==> src/rtl/mem_io_bridge.sv <==
`default_nettype none
// ============================================================================
// Module   : mem_io_bridge
// Purpose  : CPU byte bus bridge to 128KB RAM and a small I/O window
//            (UART TX FIFO, UART RX, cycle counter, program-stop flag).
// Revision : 1.0 - initial release
// ============================================================================
module mem_io_bridge #(
    parameter int TX_DEPTH    = 16,
    parameter int FULL_MARGIN = 2
) (
    input  logic        clk,
    input  logic        rst,
    input  logic        en,
    input  logic [31:0] cpu_a,
    input  logic [7:0]  cpu_dout,
    input  logic        cpu_wr,
    output logic [7:0]  cpu_din,
    output logic        io_buffer_full,
    output logic [16:0] ram_a,
    output logic        ram_we,
    output logic [7:0]  ram_wdat,
    input  logic [7:0]  ram_rdat,
    output logic        tx_valid,
    output logic [7:0]  tx_data,
    input  logic        tx_ready,
    input  logic        rx_valid,
    input  logic [7:0]  rx_data,
    output logic        rx_pop,
    output logic        prog_stop
);

    localparam int                 C_PTR_W  = $clog2(TX_DEPTH);
    localparam int                 C_CNT_W  = C_PTR_W + 1;
    localparam logic [C_CNT_W-1:0] C_DEPTH  = C_CNT_W'(TX_DEPTH);
    localparam logic [C_CNT_W-1:0] C_THRESH = C_CNT_W'(TX_DEPTH - FULL_MARGIN);

    logic               w_io, w_a_rx, w_a_cnt, w_a_stop, w_wr, w_rd;
    logic               w_push_req, w_push, w_pop, w_full;
    logic               w_unused;

    logic               sel_ram_q, sel_ram_d;
    logic [7:0]         io_rdat_q, io_rdat_d;
    logic [31:0]        latch_q, latch_d;
    logic [31:0]        cnt_q, cnt_d;
    logic [C_PTR_W-1:0] wr_ptr_q, wr_ptr_d, rd_ptr_q, rd_ptr_d;
    logic [C_CNT_W-1:0] count_q, count_d;
    logic               ovf_q, ovf_d;
    logic               stop_req_q, stop_req_d;
    logic               prog_stop_q, prog_stop_d;
    logic               ibf_q, ibf_d;
    logic [7:0]         mem_q [TX_DEPTH];

    assign w_unused = ^cpu_a[31:18];

    assign w_io     = (cpu_a[17:16] == 2'b11);
    assign w_a_rx   = (cpu_a[17:0] == 18'h30000);
    assign w_a_cnt  = (cpu_a[17:2] == 16'hC001);
    assign w_a_stop = (cpu_a[17:0] == 18'h30004);
    assign w_wr     = en & cpu_wr;
    assign w_rd     = en & ~cpu_wr;

    // Strobes are qualified with the reset pin so every output is quiet in reset.
    assign ram_a    = cpu_a[16:0];
    assign ram_wdat = cpu_dout;
    assign ram_we   = rst & w_wr & ~w_io;
    assign rx_pop   = rst & w_rd & w_a_rx & rx_valid;

    assign cpu_din        = sel_ram_q ? ram_rdat : io_rdat_q;
    assign tx_valid       = (count_q != '0);
    assign tx_data        = tx_valid ? mem_q[rd_ptr_q] : 8'h00;
    assign io_buffer_full = ibf_q;
    assign prog_stop      = prog_stop_q;

    assign w_full     = (count_q == C_DEPTH);
    assign w_pop      = tx_valid & tx_ready;
    assign w_push_req = w_wr & w_a_rx & (cpu_dout != 8'h00);
    // A pop in the same cycle frees the slot, so a push at full still lands.
    assign w_push     = w_push_req & (~w_full | w_pop);

    always_comb begin
        sel_ram_d = sel_ram_q;
        io_rdat_d = io_rdat_q;
        latch_d   = latch_q;
        cnt_d     = en ? cnt_q + 32'd1 : cnt_q;
        if (w_rd) begin
            sel_ram_d = ~w_io;
            io_rdat_d = 8'h00;
            if (w_a_rx) begin
                io_rdat_d = rx_valid ? rx_data : 8'h00;
            end else if (w_a_cnt) begin
                case (cpu_a[1:0])
                    2'd0: begin
                        io_rdat_d = cnt_q[7:0];
                        latch_d   = cnt_q;
                    end
                    2'd1:    io_rdat_d = latch_q[15:8];
                    2'd2:    io_rdat_d = latch_q[23:16];
                    default: io_rdat_d = latch_q[31:24];
                endcase
            end
        end
    end

    always_comb begin
        wr_ptr_d = wr_ptr_q + C_PTR_W'(w_push);
        rd_ptr_d = rd_ptr_q + C_PTR_W'(w_pop);
        count_d  = count_q;
        case ({w_push, w_pop})
            2'b10:   count_d = count_q + 1'b1;
            2'b01:   count_d = count_q - 1'b1;
            default: count_d = count_q;
        endcase
        ovf_d       = ovf_q | (w_push_req & ~w_push);
        stop_req_d  = stop_req_q | (w_wr & w_a_stop);
        prog_stop_d = prog_stop_q | (stop_req_d & (count_d == '0));
        ibf_d       = (count_q >= C_THRESH);
    end

    always_ff @(posedge clk or negedge rst) begin
        if (!rst) begin
            sel_ram_q   <= 1'b0;
            io_rdat_q   <= 8'h00;
            latch_q     <= 32'h0;
            cnt_q       <= 32'h0;
            wr_ptr_q    <= '0;
            rd_ptr_q    <= '0;
            count_q     <= '0;
            ovf_q       <= 1'b0;
            stop_req_q  <= 1'b0;
            prog_stop_q <= 1'b0;
            ibf_q       <= 1'b0;
        end else begin
            sel_ram_q   <= sel_ram_d;
            io_rdat_q   <= io_rdat_d;
            latch_q     <= latch_d;
            cnt_q       <= cnt_d;
            wr_ptr_q    <= wr_ptr_d;
            rd_ptr_q    <= rd_ptr_d;
            count_q     <= count_d;
            ovf_q       <= ovf_d;
            stop_req_q  <= stop_req_d;
            prog_stop_q <= prog_stop_d;
            ibf_q       <= ibf_d;
        end
    end

    always_ff @(posedge clk) begin
        if (w_push) begin
            mem_q[wr_ptr_q] <= cpu_dout;
        end
    end

endmodule
`default_nettype wire
==> config.mk <==
export PLATFORM = sky130hd
export DESIGN_NAME = mem_io_bridge
export DESIGN_NICKNAME = d
export VERILOG_FILES = /design/src/rtl/mem_io_bridge.sv
export SDC_FILE = /design/constraint.sdc
export NUM_CORES = 1
export LEC_CHECK = 0
export ABC_CLOCK_PERIOD_IN_PS = 9550
export CORE_ASPECT_RATIO = 1.1
export CORE_MARGIN = 4
export CORE_UTILIZATION = 46
export DETAILED_ROUTE_END_ITERATION = 8
export PLACE_DENSITY = 0.69
export SLEW_MARGIN = 20
export SYNTH_ARGS = -nofsm -noshare
export SYNTH_HDL_FRONTEND = slang
export SYNTH_SLANG_ARGS = --single-unit
==> constraint.sdc <==
create_clock -name clk -period 9.55 [get_ports clk]
set_clock_uncertainty 0.1 [all_clocks]
set_input_delay 2.3875 -clock clk [delete_from_list [all_inputs] [get_ports clk]]
set_output_delay 2.3875 -clock clk [all_outputs]
set_load 0.01 [all_outputs]
==> flow_metrics.py, run 1 <==
metrics = {
    "floorplanning": {
        "die_h_um": 155,
        "rows": 53,
        "die-area_um2": 22100,
        "ios": 108,
        "core_area_um2": 19200,
        "die_w_um": 142,
        "initial_core_util_pct": 47.2,
    },
    "setup_path": {
        "crit_fanout": 9,
        "r2r_end": "prog_stop",
        "slowest_stage": "or4_4",
        "endpoint_kind": "output pin",
        "cp.arrival_ps": 4880,
        "critPathMaxStageDelay_ps": 550,
        "required_ps": 7060,
        "r2r_slack_ps": 5270,
        "regToRegStartpoint": "count_q[1]",
        "startpoint_type": "input pin",
        "critPathKind": "input pin to output pin",
        "reg2reg_depth": 12,
        "path_cells": "clkdlybuf4s50_1 > or4_4 > nor4_4 > and3_1 > and3_1 > clkdlybuf4s50_1",
    },
    "worst_hold_path": {
        "hp-start": "cnt_q[31]",
        "min_to": "cnt_q[31]",
        "hold_class": "flop to flop",
        "hold_depth": 1,
    },
    "power": {
        "leakagePower_nw": 3.97,
        "netSwitchingPower_w": 0.000642,
        "p_int_w": 0.00178,
        "switching_share_pct": 26.5,
        "ir_drop_v": 0.000154,
        "pwr-share-clk_pct": 30.4,
        "comb_power_share_pct": 23.5,
        "p_per_area_nw_per_um2": 227,
        "seq_power_share_pct": 46.1,
    },
    "global_routing": {
        "grt_pass1_vias": 5338,
        "grt_first_pass_wirelength_mm": 30.0,
        "grt.overflow.total": 0,
        "grt_max_degree": 84,
        "grt_usage_pct": 17.4,
        "grt_antenna_before_repair": 0,
    },
    "run": {
        "maxCapViolCount": 0,
    },
    "yosys": {
        "synth_common_cells": "128 x edfxtp_1, 81 x dfrtp_1, 48 x mux4_2",
        "yosysWarnings": 0,
        "syn-num-nets": 628,
        "synthDominantCellAreaShare_pct": 42.3,
        "synth.area.top_cells": "edfxtp_1 42%, dfrtp_1 22%, mux4_2 12%",
        "yosysSeqAreaShare_pct": 64.7,
        "synth_seq_cells": 209,
        "async_flop_share_pct": 38.8,
        "yosysTopAreaCell": "edfxtp_1",
        "synth.avg_cell_area_um2": 16.3,
        "synth_edf_count": 128,
        "synth_cells": 558,
        "synth.most_common_cell": "edfxtp_1",
        "syn_area_um2": 9080,
        "ys.flop_type": "edfxtp_1",
        "ys_types": 46,
    },
    "cells_and_area": {
        "drive_above_1_share_pct": 17.6,
        "nNetsFinal": 699,
        "area_delta_synth_final_pct": 17.8,
        "antennaDiodeCount": 0,
        "fillCellCount": 1503,
        "fin_area_um2": 10700,
        "fin_util_pct": 55.6,
        "multi_input_area_um2": 2890,
        "regArea_um2": 5870,
    },
    "clock_tree": {
        "cts_setup_buffers": 0,
        "clock_latency_ps": 480,
        "holdBufCountCts": 0,
        "htree_num_levels": 1,
        "numCtsBuffers": 21,
        "cts_resized": 0,
        "cts_buffer_depth": 3,
        "cts.sinks": 209,
        "tritoncts": "yes",
        "clk_transition_reported_paths_ps": 60,
        "clockRootBuffer": "clkbuf_16",
    },
    "sta": {
        "clock.fmax_mhz": 136,
        "fin_crit_sh_pct": 77.1,
        "slew_headroom_pct": 27.0,
        "fin_crit_ps": 7360,
        "slew_violations": 0,
        "tightestPinTransition_ps": 1090,
        "rsz0062_at_grt": "no",
        "hold_viol_final": 0,
        "fin_setup_tns_ps": 0,
        "setup_violations": 0,
    },
    "route": {
        "drc": 0,
        "wl_per_cell_um": 21.3,
        "drt-initial-drc-count": 322,
        "first_pass_iters": 5,
        "drt-total-wl_mm": 19.0,
        "detail-route-antenna-nets": 0,
        "vias": 5006,
        "vias_per_cell": 5.62,
    },
    "placement": {
        "gp_congestion": 0.785,
        "portBuffers": 93,
        "placed_area_um2": 10100,
        "dpl.hpwl_mm": 12.9,
    },
    "status": {
        "outcome": "finished, final reports clean",
    },
}
-- stage by stage --
step | setup slack [ps] | hold slack, ps | instances | power [W]
2_1_floorplan | 3370 | 335 | 558 | 0.00149
3_3_place_gp | 2180 | 356 | 853 | 0.00170
3_5_place_dp | 2170 | 373 | 853 | 0.00171
4_1_cts | 2170 | 388 | 890 | 0.00245
5_1_grt | 2090 | 396 | 890 | 0.00254
6_report | 2190 | 382 | 890 | 0.00242
-- layer usage --
metal / track usage [%] / vias to the layer above / routed length (um)
li1: - / 2255 / -
met1: 21.7 / 2585 / 7330
met2: 31.9 / 136 / 10400
met3: 2.55 / 30 / 874
met4: 4.52 / 0 / 391
met5: 0 / - / 0
-- final cells by class --
cell class                      count  share of cell area (%)
Tap cell                          247                    2.89
Clock buffer                       31                    5.45
Multi-Input combinational cell    291                    27.0
Inverter                            5                   0.176
Timing Repair Buffer              101                    9.28
Clock inverter                      6                   0.246
Sequential cell                   209                    54.9
-- worst max path at each step --
stage,start,to,slack [ps],depth (start not counted)
3_5_place_dp,cpu_a[8],rx_pop,2170,6
3_3_place_gp,cpu_a[8],rx_pop,2180,6
4_1_cts,cpu_a[8],rx_pop,2170,6
6_report,cpu_a[8],rx_pop,2190,6
2_1_floorplan,cpu_a[8],rx_pop,3370,5
5_1_grt,cpu_a[15],rx_pop,2090,6
-- power groups by stage --
stage	registers, W	logic [W]	clock network, W
global route	0.00113	0.000614	0.000798
detailed placement	0.00113	0.000579	0
global placement	0.00113	0.000567	0
floorplan	0.00105	0.000446	0
finish	0.00112	0.000570	0.000736
CTS	0.00112	0.000581	0.000751
-- cell usage in the layout, fill, tap and decap left out, types with 8 or more instances in the layout --
cell type,synthesis,routed
mux4_2,48,48
xnor2_1,27,27
a221oi_1,9,9
buf_4,27,8
dfrtp_1,81,79
xor2_1,16,16
mux2_1,20,20
edfxtp_1,128,128
nand2_1,23,23
nor2b_1,10,10
clkdlybuf4s50_1,0,92
ha_1,8,8
clkbuf_16,0,21
clkbuf_1,14,8
and3_1,8,8
nor3_1,14,12
mux2_2,14,14
nand4_1,9,9
nor2_1,36,36
-- sequential cells by signal, indices dropped and copies added, names as in the netlist, 4 cells and up --
register	flops
mem_q	128
cnt_q	32
count_q	5
rd_ptr_q	4
wr_ptr_q	4
latch_q	24
io_rdat_q	8
-- cell families after synthesis --
| logic type | synth area share [%] |
|---|---|
| xor+xnor | 4.15 |
| buf+inv | 3.89 |
| flops | 64.7 |
| simple gates | 8.21 |
| fa+ha+maj | 1.10 |
| compound gates | 1.86 |
| mux | 16.1 |
-- worst max-delay path: cells and delay by family --
family,cells,cell delay [ps]
and+or+nand+nor,4,1540
buffers and inverters,2,960
(Power assumes the default switching activity.)
==> run 2, diff against run 1 <==
--- a/config.mk
+++ b/config.mk
@@ -5,7 +5,7 @@
 export SDC_FILE = /design/constraint.sdc
 export NUM_CORES = 1
 export LEC_CHECK = 0
-export ABC_CLOCK_PERIOD_IN_PS = 9550
+export ABC_CLOCK_PERIOD_IN_PS = 7400
 export CORE_ASPECT_RATIO = 1.1
 export CORE_MARGIN = 4
 export CORE_UTILIZATION = 46
==> constraint.sdc (replaced) <==
create_clock -name clk -period 7.4 [get_ports clk]
set_clock_uncertainty 0.1 [all_clocks]
set_input_delay 1.85 -clock clk [delete_from_list [all_inputs] [get_ports clk]]
set_output_delay 1.85 -clock clk [all_outputs]
set_load 0.01 [all_outputs]
==> run 2 against run 1 <==
Combinational power grew 29%. Non-clock buffer count grew 6. Utilization grew 0.94 points. Critical endpoint unchanged. Largest power group unchanged.
==> flow_metrics.py, run 2 (synthesis gave the netlist of run 1 again) <==
metrics = {
    "clock_tree": {
        "htree_num_levels": 1,
        "holdBufCountCts": 0,
        "cts_buffer_depth": 3,
        "clk_transition_reported_paths_ps": 60,
        "cts.sinks": 209,
        "cts_setup_buffers": 0,
        "cts_resized": 0,
        "clockRootBuffer": "clkbuf_16",
        "clock_latency_ps": 500,
        "tritoncts": "yes",
        "numCtsBuffers": 23,
    },
    "setup_path": {
        "startpoint": "cpu_a[8]",
        "required_ps": 5450,
        "cp.arrival_ps": 4360,
        "cp-endpoint": "rx_pop",
        "r2r_slack_ps": 3470,
        "regToRegStartpoint": "count_q[1]",
        "startpoint_type": "input pin",
        "r2r_end": "prog_stop",
        "endpoint_kind": "output pin",
        "crit_fanout": 9,
        "reg2reg_depth": 13,
        "critPathKind": "input pin to output pin",
    },
    "placement": {
        "portBuffers": 93,
        "dp.cells": 858,
        "dpl.hpwl_mm": 13.3,
        "gp_congestion": 0.778,
    },
    "sta": {
        "setup_violations": 0,
        "hold_viol_final": 0,
        "fin_setup_tns_ps": 0,
        "slew_violations": 0,
        "clock.fmax_mhz": 158,
        "fin_crit_sh_pct": 85.3,
        "tightestPinTransition_ps": 1080,
        "fin_crit_ps": 6310,
        "rsz0062_at_grt": "no",
        "slew_headroom_pct": 27.3,
    },
    "power": {
        "p_per_area_nw_per_um2": 302,
        "ir_drop_v": 0.000221,
        "leakagePower_nw": 4.06,
    },
    "cells_and_area": {
        "fin_cells": 898,
        "fillCellCount": 1487,
        "reg_top3": "mem_q x128, cnt_q x32, latch_q x24",
        "drive_above_1_share_pct": 19.2,
        "nNetsFinal": 707,
        "mostFrequentLayoutCell": "edfxtp_1",
        "regMostFlops": "mem_q",
        "fin_util_pct": 56.5,
        "largest_register_ffs": 128,
        "final_cell_mix": "128 x edfxtp_1, 92 x clkdlybuf4s50_1, 79 x dfrtp_1, 48 x mux4_2, 36 x nor2_1",
        "area_delta_synth_final_pct": 19.7,
        "antennaDiodeCount": 0,
    },
    "route": {
        "first_pass_iters": 4,
        "detail-route-antenna-nets": 0,
        "drc": 0,
        "drt-total-wl_mm": 19.4,
        "vias_per_cell": 5.56,
        "wl_per_cell_um": 21.6,
        "vias": 4996,
        "drt-initial-drc-count": 318,
    },
    "floorplanning": {
        "core_area_um2": 19200,
        "initial_core_util_pct": 47.2,
        "die_h_um": 155,
        "rows": 53,
        "die_w_um": 142,
        "die-area_um2": 22100,
        "ios": 108,
    },
    "global_routing": {
        "grt_usage_pct": 18.0,
        "grt_max_degree": 80,
        "grt_first_pass_wirelength_mm": 30.6,
        "grt.overflow.total": 0,
        "grt_antenna_before_repair": 0,
        "grt_pass1_vias": 5454,
    },
    "run": {
        "maxCapViolCount": 0,
    },
    "worst_hold_path": {
        "hold_class": "flop to flop",
    },
    "status": {
        "outcome": "finished, final reports clean",
    },
}
[run 2: cell count changes in the layout (fill, tap and decap cells not counted)]
cell	previous run	this run
clkinv_1	3	2
clkinv_2	3	2
clkinvlp_4	0	1
clkbuf_16	21	23
bufinv_16	0	2
clkbuf_8	2	3
buf_16	0	1
buf_4	8	14
clkbuf_1	8	5
inv_6	0	1
buf_6	1	0
[run 2: worst min-delay path by stage]
stage                 from     endpoint  slack [ps]  depth (start not counted)
4_1_cts          cnt_q[31]    cnt_q[31]         370                          1
2_1_floorplan   stop_req_q   stop_req_q         340                          1
5_1_grt        latch_q[24]  latch_q[24]         400                          1
3_3_place_gp     cnt_q[31]    cnt_q[31]         360                          1
3_5_place_dp     cnt_q[31]    cnt_q[31]         360                          1
6_report         cnt_q[31]    cnt_q[31]         370                          1
[run 2: per-layer routing]
metal  GRT usage, %  vias up  wire length, um
li1               -     2266                -
met4           6.03        0              524
met2           33.1      104            10700
met3           2.31       36              789
met5              0        -                0
met1           21.7     2590             7360
[run 2: final cells by class]
type	count	area [um2]	area share, %
clock buffers	31	636	5.85
inverters	5	18.8	0.173
multi-input cells	291	2890	26.6
well taps	247	309	2.84
flip-flops and latches	209	5870	54.0
repair buffers	107	1050	9.69
clock inverters	8	93.8	0.863
[run 2: metrics by stage]
step	total power [W]	cell area, um2	setup slack, ps	hold slack (ps)
final	0.00328	10900	1090	369
after global routing	0.00344	10900	975	396
after CTS	0.00332	10800	1080	370
after detailed placement	0.00222	10100	1080	361
after global placement	0.00219	10100	1110	356
after floorplan	0.00193	9080	2290	335
[run 2: report_power, final]
| group | leakage [nW] | internal [W] | switching, W | total (W) |
|---|---|---|---|---|
| logic | 1.48 | 0.000464 | 0.000274 | 0.000737 |
| registers | 2.22 | 0.00129 | 0.000149 | 0.00144 |
| clock network | 0.355 | 0.000669 | 0.000433 | 0.00110 |
[run 2: worst max-delay path, cell delays in order]
cell and delay (ps):
clkdlybuf4s50_1 420, or4_4 550, nor4_4 390, and3_1 400, and3_1 200, clkdlybuf4s50_1 540
==> run 3, diff against run 2 <==
--- a/config.mk
+++ b/config.mk
@@ -7,7 +7,7 @@
 export LEC_CHECK = 0
 export ABC_CLOCK_PERIOD_IN_PS = 7400
 export CORE_ASPECT_RATIO = 1.1
-export CORE_MARGIN = 4
+export CORE_MARGIN = 5
 export CORE_UTILIZATION = 46
 export DETAILED_ROUTE_END_ITERATION = 8
 export PLACE_DENSITY = 0.69
==> run 3 against run 2 <==
Sequential power barely moved. Clock-buffer cell count fell by 3. Global-route usage fell by 1.5 points. Combinational power rose by 3%. Non-clock buffer count rose by 3. Final area fell by 0.61%. Sequential share of layout area rose by 0.33 points. Largest power group unchanged. Clock power fell by 8%.
==> flow_metrics.py, run 3 (synthesis gave the netlist of run 1 again) <==
metrics = {
    "status": {
        "outcome": "finished, final reports clean",
    },
    "global_routing": {
        "use_met2_pct": 29.4,
        "busiest_layer": "met2",
        "grt_first_pass_wirelength_mm": 29.2,
        "use_met1_pct": 21.4,
        "grt_usage_pct": 16.5,
        "grt_antenna_before_repair": 0,
        "grt_max_degree": 81,
        "grt_pass1_vias": 5217,
        "grt.overflow.total": 0,
        "met3_usage_pct": 2.58,
    },
    "power": {
        "comb_power_share_pct": 23.7,
        "seq_power_share_pct": 44.6,
        "ir_drop_v": 0.000189,
        "leakagePower_nw": 4.04,
        "p_per_area_nw_per_um2": 295,
        "p_int_w": 0.00235,
        "netSwitchingPower_w": 0.000834,
        "switching_share_pct": 26.2,
        "pwr-share-clk_pct": 31.6,
        "total_power_w": 0.00319,
    },
    "clock_tree": {
        "holdBufCountCts": 0,
        "clockRootBuffer": "clkbuf_16",
        "cts_setup_buffers": 0,
        "cts_resized": 0,
        "tritoncts": "yes",
        "htree_num_levels": 1,
        "numCtsBuffers": 22,
        "clock_latency_ps": 480,
        "cts.sinks": 209,
        "cts_buffer_depth": 3,
        "clk_transition_reported_paths_ps": 50,
    },
    "floorplanning": {
        "initial_core_util_pct": 46.2,
        "die-area_um2": 22600,
        "die_w_um": 144,
        "rows": 54,
        "ios": 108,
        "die_h_um": 157,
        "core_area_um2": 19700,
    },
    "sta": {
        "fin_crit_ps": 6270,
        "fin_crit_sh_pct": 84.7,
        "setup_violations": 0,
        "hold_viol_final": 0,
        "fin_setup_tns_ps": 0,
        "fin_ws_ps": 1130,
        "tightestPinTransition_ps": 922,
        "slew_violations": 0,
        "rsz0062_at_grt": "no",
        "worst_hold_slack_ps": 368,
        "slew_headroom_pct": 38.3,
        "clock.fmax_mhz": 160,
    },
    "route": {
        "drt-total-wl_mm": 18.5,
        "vias_per_cell": 5.54,
        "detail-route-antenna-nets": 0,
        "vias": 5012,
        "drt-initial-drc-count": 271,
        "wl_per_cell_um": 20.5,
        "drc": 0,
        "first_pass_iters": 4,
    },
    "cells_and_area": {
        "largest_register_ffs": 128,
        "regArea_um2": 5870,
        "fillCellCount": 1496,
        "regMostFlops": "mem_q",
        "drive_above_1_share_pct": 18.4,
        "area_delta_synth_final_pct": 19.0,
        "final_cell_mix": "128 x edfxtp_1, 92 x clkdlybuf4s50_1, 79 x dfrtp_1, 48 x mux4_2, 36 x nor2_1",
        "reg_top3": "mem_q x128, cnt_q x32, latch_q x24",
        "multi_input_area_um2": 2860,
        "antennaDiodeCount": 0,
        "mostFrequentLayoutCell": "edfxtp_1",
        "nNetsFinal": 709,
    },
    "setup_path": {
        "startpoint_type": "input pin",
        "crit_fanout": 9,
        "cp.arrival_ps": 4320,
        "endpoint_kind": "output pin",
        "path_cells": "clkdlybuf4s50_1 > or4_4 > nor4_4 > and3_1 > and3_1 > clkdlybuf4s50_1",
        "critPathKind": "input pin to output pin",
        "slowest_stage": "or4_4",
        "critPathBufInv": 2,
        "cpLargestDelayFamily": "simple AND/OR/NAND/NOR gates",
        "required_ps": 5450,
        "critPathMaxStageDelay_ps": 560,
    },
    "run": {
        "maxCapViolCount": 0,
    },
    "placement": {
        "gp_congestion": 0.827,
        "dpl.hpwl_mm": 12.7,
        "pre_cts_slack_ps": 841,
        "portBuffers": 93,
    },
    "worst_hold_path": {
        "hold_class": "flop to flop",
    },
}
## run 3: worst paths after layout
check                           slack, ps  depth (start not counted)          end  startpoint
worst min-delay path                  370                          1    prog_stop   prog_stop
worst max register to register       3230                         12    prog_stop  count_q[1]
min in group asynchronous            1060                          1    sel_ram_q         rst
worst max-delay path                 1130                          6       rx_pop    cpu_a[8]
max in group asynchronous            5270                          3  rd_ptr_q[0]         rst
worst min register to register        370                          1    prog_stop   prog_stop
## run 3: layer usage
| layer | up-vias | share of wire (%) |
|---|---|---|
| li1 | 2258 | - |
| met5 | - | 0 |
| met1 | 2623 | 39 |
| met3 | 23 | 4.6 |
| met4 | 0 | 1.6 |
| met2 | 108 | 55 |
## run 3: per-stage QoR
stage	utilization [%]	cells	cell area [um2]
after detailed placement	51.4	866	10100
after global routing	55.0	904	10800
after global placement	51.4	866	10100
final	55.0	904	10800
after floorplan	-	558	9080
after CTS	54.8	903	10800
## run 3: worst register-to-register path, cell delays in order (launching register included)
cell	delay, ps
dfrtp_1	460
or3_1	410
or3_1	400
nand4_1	430
ha_1	420
xor2_1	120
ha_1	220
nand3b_1	80
o21ai_0	100
a221oi_1	590
xor2_1	130
a221o_1	360
a31o_2	250
## run 3: area by class of cell
class / count / area share [%]
clock buffer: 28 / 5.50
clock inverter: 9 / 0.614
inverter: 5 / 0.174
multi-input combinational: 291 / 26.5
sequential: 209 / 54.4
tap: 252 / 2.92
timing repair buffer: 110 / 9.96
## run 3: power by group through the flow
| stage | Sequential (W) | Combinational [W] | Clock (W) |
|---|---|---|---|
| 6_report | 0.00142 | 0.000757 | 0.00101 |
| 5_1_grt | 0.00144 | 0.000821 | 0.00108 |
| 3_5_place_dp | 0.00145 | 0.000765 | 0 |
| 2_1_floorplan | 0.00135 | 0.000576 | 0 |
| 3_3_place_gp | 0.00144 | 0.000743 | 0 |
| 4_1_cts | 0.00142 | 0.000766 | 0.00103 |
